## config.mk

```make
export PLATFORM = sky130hd
export DESIGN_NAME = pc_fetch_unit_flat
export DESIGN_NICKNAME = d
export VERILOG_FILES = /design/src/rtl/pc_fetch_unit_if.sv /design/src/rtl/pc_fetch_unit.sv /design/src/flat_wrapper.sv
export SDC_FILE = /design/constraint.sdc
export NUM_CORES = 1
export LEC_CHECK = 0
export BUFFER_PORTS_ARGS = -buffer_cell sky130_fd_sc_hd__buf_2
export CAP_MARGIN = 20
export CORE_AREA = 2 2 123 125
export CTS_CLUSTER_DIAMETER = 30
export DETAILED_ROUTE_END_ITERATION = 10
export DIE_AREA = 0 0 125 127
export PLACE_DENSITY = 0.76
export SETUP_SLACK_MARGIN = 0.15
export SLEW_MARGIN = 10
export SYNTH_ARGS = -nofsm -noshare
export SYNTH_HDL_FRONTEND = slang
export SYNTH_SLANG_ARGS = --single-unit
```

## constraint.sdc

```tcl
create_clock -name clk -period 7.1 [get_ports clk]
set_clock_uncertainty 0.2 [all_clocks]
set_input_delay 1.42 -clock clk [delete_from_list [all_inputs] [get_ports clk]]
set_output_delay 1.42 -clock clk [all_outputs]
set_load 0.05 [all_outputs]
```

## src/rtl/pc_fetch_unit_if.sv

```systemverilog
// ---------------------------------------------------------------------------
// pc_fetch_unit_if
// Bundles the fetch-stage control inputs and the PC-related outputs of
// pc_fetch_unit into a single interface.
//   slave  modport : used by pc_fetch_unit (control in, PC/status out)
//   master modport : used by the driving side (controller / testbench)
// Signals:
//   en, NPCOp[1:0], Branch, imm16[15:0], imm26[25:0], ra[31:0]   (to unit)
//   PC, PC4, NPC, fault, fault_code[1:0], inst_count              (from unit)
// Optional (PC_FLOW_STATS_EN defined): taken_count, jump_count   (from unit)
// ---------------------------------------------------------------------------
interface pc_fetch_unit_if;
  logic        en;
  logic [1:0]  NPCOp;
  logic        Branch;
  logic [15:0] imm16;
  logic [25:0] imm26;
  logic [31:0] ra;

  logic [31:0] PC;
  logic [31:0] PC4;
  logic [31:0] NPC;
  logic        fault;
  logic [1:0]  fault_code;
  logic [31:0] inst_count;
`ifdef PC_FLOW_STATS_EN
  logic [31:0] taken_count;
  logic [31:0] jump_count;
`endif

  modport slave (
    input  en, NPCOp, Branch, imm16, imm26, ra,
`ifdef PC_FLOW_STATS_EN
    output taken_count, jump_count,
`endif
    output PC, PC4, NPC, fault, fault_code, inst_count
  );

  modport master (
    output en, NPCOp, Branch, imm16, imm26, ra,
`ifdef PC_FLOW_STATS_EN
    input  taken_count, jump_count,
`endif
    input  PC, PC4, NPC, fault, fault_code, inst_count
  );
endinterface

```

## src/rtl/pc_fetch_unit.sv

```systemverilog
// ---------------------------------------------------------------------------
// pc_fetch_unit
// Program-counter stage: selects the next PC (sequential, conditional
// branch, j/jal, jr), holds the architectural PC and a retired-instruction
// counter, and traps illegal fetch targets into a sticky FAULT state that
// only reset clears.
// Ports:
//   clk   : rising-edge clock
//   reset : synchronous, active-high reset
//   bus   : pc_fetch_unit_if.slave (control inputs, PC / status outputs)
// Parameters:
//   RESET_PC : PC after reset
//   IM_BASE  : lowest legal fetch address
//   IM_WORDS : instruction-memory depth in words
// Optional feature macro PC_FLOW_STATS_EN: adds taken_count / jump_count.
// ---------------------------------------------------------------------------
module pc_fetch_unit #(
  parameter logic [31:0] RESET_PC = 32'h0000_3000,
  parameter logic [31:0] IM_BASE  = 32'h0000_3000,
  parameter int unsigned IM_WORDS = 4096
) (
  input  logic             clk,
  input  logic             reset,
  pc_fetch_unit_if.slave   bus
);

  // Address of the last legal instruction word.
  localparam logic [31:0] IM_LAST = IM_BASE + 32'(4 * IM_WORDS) - 32'd4;

  typedef enum logic {ST_RUN, ST_FAULT} state_t;

  state_t      r_state;
  logic [31:0] r_pc;
  logic [31:0] r_inst_count;
  logic        r_fault;
  logic [1:0]  r_fault_code;

  logic [31:0] w_pc4;
  logic [31:0] w_br_target;
  logic [31:0] w_jump_target;
  logic [31:0] w_npc;
  logic        w_mis;
  logic        w_oor;

  assign w_pc4         = r_pc + 32'd4;
  assign w_br_target   = w_pc4 + {{14{bus.imm16[15]}}, bus.imm16, 2'b00};
  assign w_jump_target = {r_pc[31:28], bus.imm26, 2'b00};

  always_comb begin
    // NOTE: default assignment first so every path drives w_npc; a missing
    // branch in combinational logic would otherwise infer a latch.
    w_npc = w_pc4;
    unique case (bus.NPCOp)
      2'd0: w_npc = w_pc4;
      2'd1: w_npc = bus.Branch ? w_br_target : w_pc4;
      2'd2: w_npc = w_jump_target;
      2'd3: w_npc = bus.ra;
      default: w_npc = w_pc4;
    endcase
  end

  assign w_mis = (w_npc[1:0] != 2'b00);
  assign w_oor = (w_npc < IM_BASE) || (w_npc > IM_LAST);

`ifdef PC_FLOW_STATS_EN
  logic [31:0] r_taken_count;
  logic [31:0] r_jump_count;
  logic        w_is_taken;
  logic        w_is_jump;

  assign w_is_taken = (bus.NPCOp == 2'd1) && bus.Branch;
  assign w_is_jump  = bus.NPCOp[1];   // NPCOp 2 (j/jal) or 3 (jr)
`endif

  // Single FSM block: the state and every registered output move together.
  always_ff @(posedge clk) begin
    // NOTE: sequential state uses non-blocking assignments so all registers
    // sample the pre-edge values, independent of statement order.
    if (reset) begin
      r_state      <= ST_RUN;
      r_pc         <= RESET_PC;
      r_inst_count <= 32'd0;
      r_fault      <= 1'b0;
      r_fault_code <= 2'b00;
`ifdef PC_FLOW_STATS_EN
      r_taken_count <= 32'd0;
      r_jump_count  <= 32'd0;
`endif
    end else begin
      unique case (r_state)
        ST_RUN: begin
          if (bus.en) begin
            if (w_mis || w_oor) begin
              // Misalignment wins when the target is both misaligned and
              // out of range.
              r_state      <= ST_FAULT;
              r_fault      <= 1'b1;
              r_fault_code <= w_mis ? 2'b01 : 2'b10;
            end else begin
              r_pc         <= w_npc;
              r_inst_count <= r_inst_count + 32'd1;
`ifdef PC_FLOW_STATS_EN
              if (w_is_taken) r_taken_count <= r_taken_count + 32'd1;
              if (w_is_jump)  r_jump_count  <= r_jump_count + 32'd1;
`endif
            end
          end
        end
        // FAULT is sticky: everything is frozen until reset.
        ST_FAULT: r_state <= ST_FAULT;
        default:  r_state <= ST_FAULT;
      endcase
    end
  end

  assign bus.PC         = r_pc;
  assign bus.PC4        = w_pc4;
  assign bus.NPC        = w_npc;
  assign bus.fault      = r_fault;
  assign bus.fault_code = r_fault_code;
  assign bus.inst_count = r_inst_count;
`ifdef PC_FLOW_STATS_EN
  assign bus.taken_count = r_taken_count;
  assign bus.jump_count  = r_jump_count;
`endif

endmodule

```

## src/flat_wrapper.sv

```systemverilog
// flat-port wrapper written by rule: the top's interface ports become plain ports
module pc_fetch_unit_flat 
#(
  parameter logic [31:0] RESET_PC = 32'h0000_3000,
  parameter logic [31:0] IM_BASE  = 32'h0000_3000,
  parameter int unsigned IM_WORDS = 4096
)
  (clk, reset, bus_en, bus_NPCOp, bus_Branch, bus_imm16, bus_imm26, bus_ra, bus_PC, bus_PC4, bus_NPC, bus_fault, bus_fault_code, bus_inst_count);
  pc_fetch_unit_if bus_i ();
  input  logic clk;
  input  logic reset;
  input wire logic [$bits(bus_i.en)-1:0] bus_en;
  input wire logic [$bits(bus_i.NPCOp)-1:0] bus_NPCOp;
  input wire logic [$bits(bus_i.Branch)-1:0] bus_Branch;
  input wire logic [$bits(bus_i.imm16)-1:0] bus_imm16;
  input wire logic [$bits(bus_i.imm26)-1:0] bus_imm26;
  input wire logic [$bits(bus_i.ra)-1:0] bus_ra;
  output wire logic [$bits(bus_i.PC)-1:0] bus_PC;
  output wire logic [$bits(bus_i.PC4)-1:0] bus_PC4;
  output wire logic [$bits(bus_i.NPC)-1:0] bus_NPC;
  output wire logic [$bits(bus_i.fault)-1:0] bus_fault;
  output wire logic [$bits(bus_i.fault_code)-1:0] bus_fault_code;
  output wire logic [$bits(bus_i.inst_count)-1:0] bus_inst_count;
  assign bus_i.en = bus_en;
  assign bus_i.NPCOp = bus_NPCOp;
  assign bus_i.Branch = bus_Branch;
  assign bus_i.imm16 = bus_imm16;
  assign bus_i.imm26 = bus_imm26;
  assign bus_i.ra = bus_ra;
  assign bus_PC = bus_i.PC;
  assign bus_PC4 = bus_i.PC4;
  assign bus_NPC = bus_i.NPC;
  assign bus_fault = bus_i.fault;
  assign bus_fault_code = bus_i.fault_code;
  assign bus_inst_count = bus_i.inst_count;
  pc_fetch_unit #(.RESET_PC(RESET_PC), .IM_BASE(IM_BASE), .IM_WORDS(IM_WORDS)) u_core (.clk(clk), .reset(reset), .bus(bus_i));
endmodule
```

Word level (Yosys, flattened, before mapping)

Index checks and enable logic that the tools add are counted.
W data, S select, Z words.

RAM bits: 0
Logic and storage cells: 27
Flip-flop bits (word level): 68
Output and inout port bits: 131
Input port bits: 80
Memories kept: 0
Bits in latches: 0
ROM bits: 0

Magnitude comparators: 2
Shift operators: 0
Bitwise logic cells: 2
Divide/modulo/power cells: 0
Add/subtract/negate cells: 3
Multipliers: 0
Multiplexer cells: 6
Eq/ne operators: 3
Reductions and logical operators: 6

Operator list:

| kind                    | number |
|---|---|
| $pmux W32 S4            | 1 |
| $add A32 B1 Y32 const B | 1 |
| $add A32 B3 Y32 const B | 1 |
| $add A32 B32 Y32        | 1 |
| $gt A32 B15 Y1 const B  | 1 |
| $lt A32 B14 Y1 const B  | 1 |
| $mux W32                | 1 |
| $reduce_and A3 Y1       | 2 |
| $eq A2 B2 Y1 const B    | 2 |
| $eq A2 B1 Y1 const B    | 1 |
| $logic_not A2 Y1        | 1 |
| $logic_or A1 B1 Y1      | 2 |
| $mux W1                 | 2 |
| $mux W2                 | 1 |
| $not A1 Y1              | 2 |
| $pmux W1 S2             | 1 |
| $reduce_bool A2 Y1      | 1 |

Longest topological paths before layout

Depth in word-level cells: 10
Depth in mapped cells: 21
Depth with buffers taken out: 18

Worst setup path after synthesis

Ideal clock, no wire load.

Path kind: register to output
Start point: register u_core.r_pc[6], in the netlist u_core.bus.PC[6]
End point: output port bus_NPC[28]
Arrival: 5.467 ns
Setup slack: 0.013 ns
Buffers on the path: 2
Required time: 5.480 ns
Stages on the path, launching flop included: 13
Cells stage by stage: dfxtp_1 nand3_2 or4_4 buf_6 o21ai_0 ha_1 clkbuf_1 a21oi_1 o21ai_0 a21oi_1 and3_1 o211ai_1 a211oi_1

Cells in the longest elaborated chain, start to end: 4

RTL lines:

| element                | RTL line             | RTL |
|---|---|---|
| start, declared        | pc_fetch_unit.sv:33  | `logic [31:0] r_pc;` |
| start signal, assigned | pc_fetch_unit.sv:100 | `r_pc <= w_npc;` |
| $add A32 B3 Y32        | pc_fetch_unit.sv:45  | `assign w_pc4 = r_pc + 32'd4;` |
| named net bus_PC4[15]  | flat_wrapper.sv:19   | `output wire logic [$bits(bus_i.PC4)-1:0] bus_PC4;` |
| $add A32 B32 Y32       | pc_fetch_unit.sv:46  | `assign w_br_target = w_pc4 + {{14{bus.imm16[15]}}, bus.imm16, 2'b00};` |
| $mux W32               | pc_fetch_unit.sv:55  | `2'd1: w_npc = bus.Branch ? w_br_target : w_pc4;` |
| $pmux W32 S4           | pc_fetch_unit.sv:53  | `unique case (bus.NPCOp)` |
| end, declared          | flat_wrapper.sv:20   | `output wire logic [$bits(bus_i.NPC)-1:0] bus_NPC;` |

The timed path passes the listed nets, and every way through them passes these cells.

Worst setup path after layout

Start point: register u_core.r_pc[2], in the netlist u_core.bus.PC[2]
End point: output port bus_NPC[27]

Cells in the longest elaborated chain, start to end: 4

RTL lines:

| element             | RTL line |
|---|---|
| $add A32 B3 Y32 (*) | pc_fetch_unit.sv:45 |
| $add A32 B32 Y32    | pc_fetch_unit.sv:46 |
| $mux W32            | pc_fetch_unit.sv:55 |
| $pmux W32 S4 (*)    | pc_fetch_unit.sv:53 |

Every way passes the cells marked *; elsewhere a longest branch is shown, timed or not.

==> results.yml <==
logic_synthesis:
  synth.area.top_cells: "dfxtp_1 (20%), a21oi_1 (6.9%), o21ai_0 (5.8%)"
  yosysWarningCount: 0
  synth_flop_cell: "dfxtp_1"
  syn-instance-count: 952
  synth_top_area_frac: 0.1973
  yosys.area.top_type: "dfxtp_1"
  synth.most_common_cell: "a21oi_1"
  syn_area_mm2: 0.006900
  synth_common_cells: "a21oi_1 (95), nand2_1 (80), o21ai_0 (80)"
  synthArstFlopShare: 0
  ys_ff_latch: 68
  synth.distinct_cells: 87
  syn_avg_cell_area_um2: 7.248
  synth_nets: 1064
  synth_edf_count: 0
  seq_area_frac_synth: 0.1973
critical_path:
  endpoint_kind: "output pin"
  cp_max_fo: 8
  crit_arrival_ns: 5.04
  startpoint_type: "register"
  cp.required_ns: 5.48
  path_class: "reg2out"
sta:
  tightest_slew_ns: 0.9198
  maxSlewHeadroom: 0.3861
  finalSetupViolations: 0
  hold_viol: 0
  fmax_mhz: 150.2
  finalCritPeriodShare: 0.9380
  grt_setup_unrepaired: "no"
  finalMaxSlewViolations: 0
  layout_min_cycle_time_ns: 6.660
  fin_ws_ns: 0.4402
  setup-tns-final_ns: 0
run:
  cap_viol_max_count: 0
floorplanning:
  fp.dieH_um: 127
  die_area_mm2: 0.01588
  core_area_mm2: 0.01442
  die_x_um: 125
  start_util: 0.4784
  rows: 44
  ioPinCount: 211
route:
  detail_route.first_pass.iterations: 6
  wl_per_cell_um: 19.05
  drtAntennaViolNets: 0
  finalWirelength_um: 24860
  drc: 0
  drtIter0Drc: 750
  vias: 8066
  viasPerCell: 6.181
power_and_ir_drop:
  p_leak_nw: 3.679
  irDropWorstVdd_mv: 0.1623
  power.total_mw: 1.103
  power_density_mw_per_mm2: 133.6
final_layout:
  area_growth_syn_to_layout_pct: 19.64
  fin_nets: 1229
  fin_cells: 1305
  drive_gt1_frac: 0.2391
  num_antenna_cells: 0
global_route:
  grt_use_total: 0.3012
  grt_pass1_vias: 7291
  grt_start_max_net_pins: 69
  overflow: 0
  grt_pass1_wl_um: 39070
  antenna_found_initial: 0
cts:
  postCtsSetupBuffers: 0
  path_clk_slew_ns: 0.05
  cts_buffer_depth: 2
  clock_latency_ns: 0.32
  hold_buffers: 0
  cts_buffers: 9
  clockRootBuffer: "clkbuf_16"
  clock_sinks: 68
  cts_resized: 0
  tritoncts: "built"
  ctsHtreeMaxLevel: 3
placement:
  pre_cts_ws_ns: 0.7366
  place_congestion: 1.003
  dp.cells: 1290
  dpl.hpwl_um: 19310
  placement.io_buffers: 210
worst_hold_path:
  hold_class: "reg2reg"
run_status:
  status: "completed"
[critical path, stage by stage, from the launching register on]
cell	delay, ns
dfxtp_1	0.47
ha_1	0.26
nand3_2	0.21
or4_4	0.61
nor2_1	0.23
xnor2_1	0.16
inv_1	0.11
ha_1	0.39
a21oi_1	0.22
o21ai_0	0.25
a221oi_1	0.27
o21ai_0	0.17
mux2i_1	0.15
a2111oi_0	0.63
a21oi_1	0.08
o21bai_1	0.20
buf_2	0.30
[cell type report]
type                    count  area, um2
clock inverters             5      52.55
flip-flops and latches     68       1361
repair buffers            219       1119
fillers                  1441       6168
well taps                 184      230.2
multi-input cells         788       5137
inverters                  31      116.4
clock buffers              10      239.0
[state kept, by name (all words and copies together), names as in the netlist]
signal / count
u_core.bus.PC: 32
u_core.bus.fault: 1
u_core.bus.fault_code: 2
u_core.bus.inst_count: 32
u_core.r_state: 1
[cells by family after synthesis]
family                     after synthesis  share of synthesized area
and+or+nand+nor                        379                     0.3026
muxes                                   33                    0.05023
DFF                                     68                     0.1973
AOI/OAI and AO/OA                      308                     0.2854
buffers and inverters                   96                    0.05965
adders and majority gates               32                    0.05911
xor gates and xnor gates                36                    0.04569
[final timing paths]
check	from	to	slack [ns]	depth (start not counted)
setup / recovery	u_core.bus.PC[2]	bus_NPC[27]	0.44	16
hold / removal	u_core.bus.fault	u_core.bus.fault	0.27	2
setup reg to reg	u_core.bus.PC[2]	u_core.bus.inst_count[21]	0.62	16
hold reg to reg	u_core.bus.fault	u_core.bus.fault	0.27	2
[metal layers]
metal  vias up  wire length, um  track usage  share of wire
met1      3729            10480       0.4035           0.42
met4         0              876       0.1098          0.035
met2       386            11240       0.4827           0.45
met5         -                0            0              0
met3        65             2256      0.06114          0.091
li1       3886                -            -              -
[layout by cell type, fill, tap and decap left out, drive strengths merged, types with 7 or more instances in the layout]
master and n:
buf 219, a21oi 97, o21ai 83, nand2 80, nor2 71, dfxtp 68
nand3 38, ha 31, inv 31, mux2i 29, nand4 28, nor3 26
or3 25, xnor2 22, and3 21, and2 15, xor2 14, nor3b 14
o31ai 13, nor2b 12, nand2b 12, or4 12, a211oi 12, o21a 10
clkbuf 10, nor4 8, a22oi 7, a21o 7, and4 7
[metrics by stage]
step / cell area (um2) / utilization / hold slack [ns]
after floorplan: 6910 / - / 0.3142
after global placement: 7964 / 0.5521 / 0.2517
after detailed placement: 7964 / 0.5521 / 0.2566
after CTS: 8255 / 0.5723 / 0.2728
after global routing: 8255 / 0.5723 / 0.2907
final: 8255 / 0.5723 / 0.2686
[power breakdown]
part           leakage [nW]  switching [mW]  internal [mW]
logic                  2.99           0.201         0.0880
clock network         0.144           0.152          0.277
registers             0.548         0.00112          0.384
total                  3.68           0.355          0.749
Note: power is estimated with default switching activity, not from simulation.
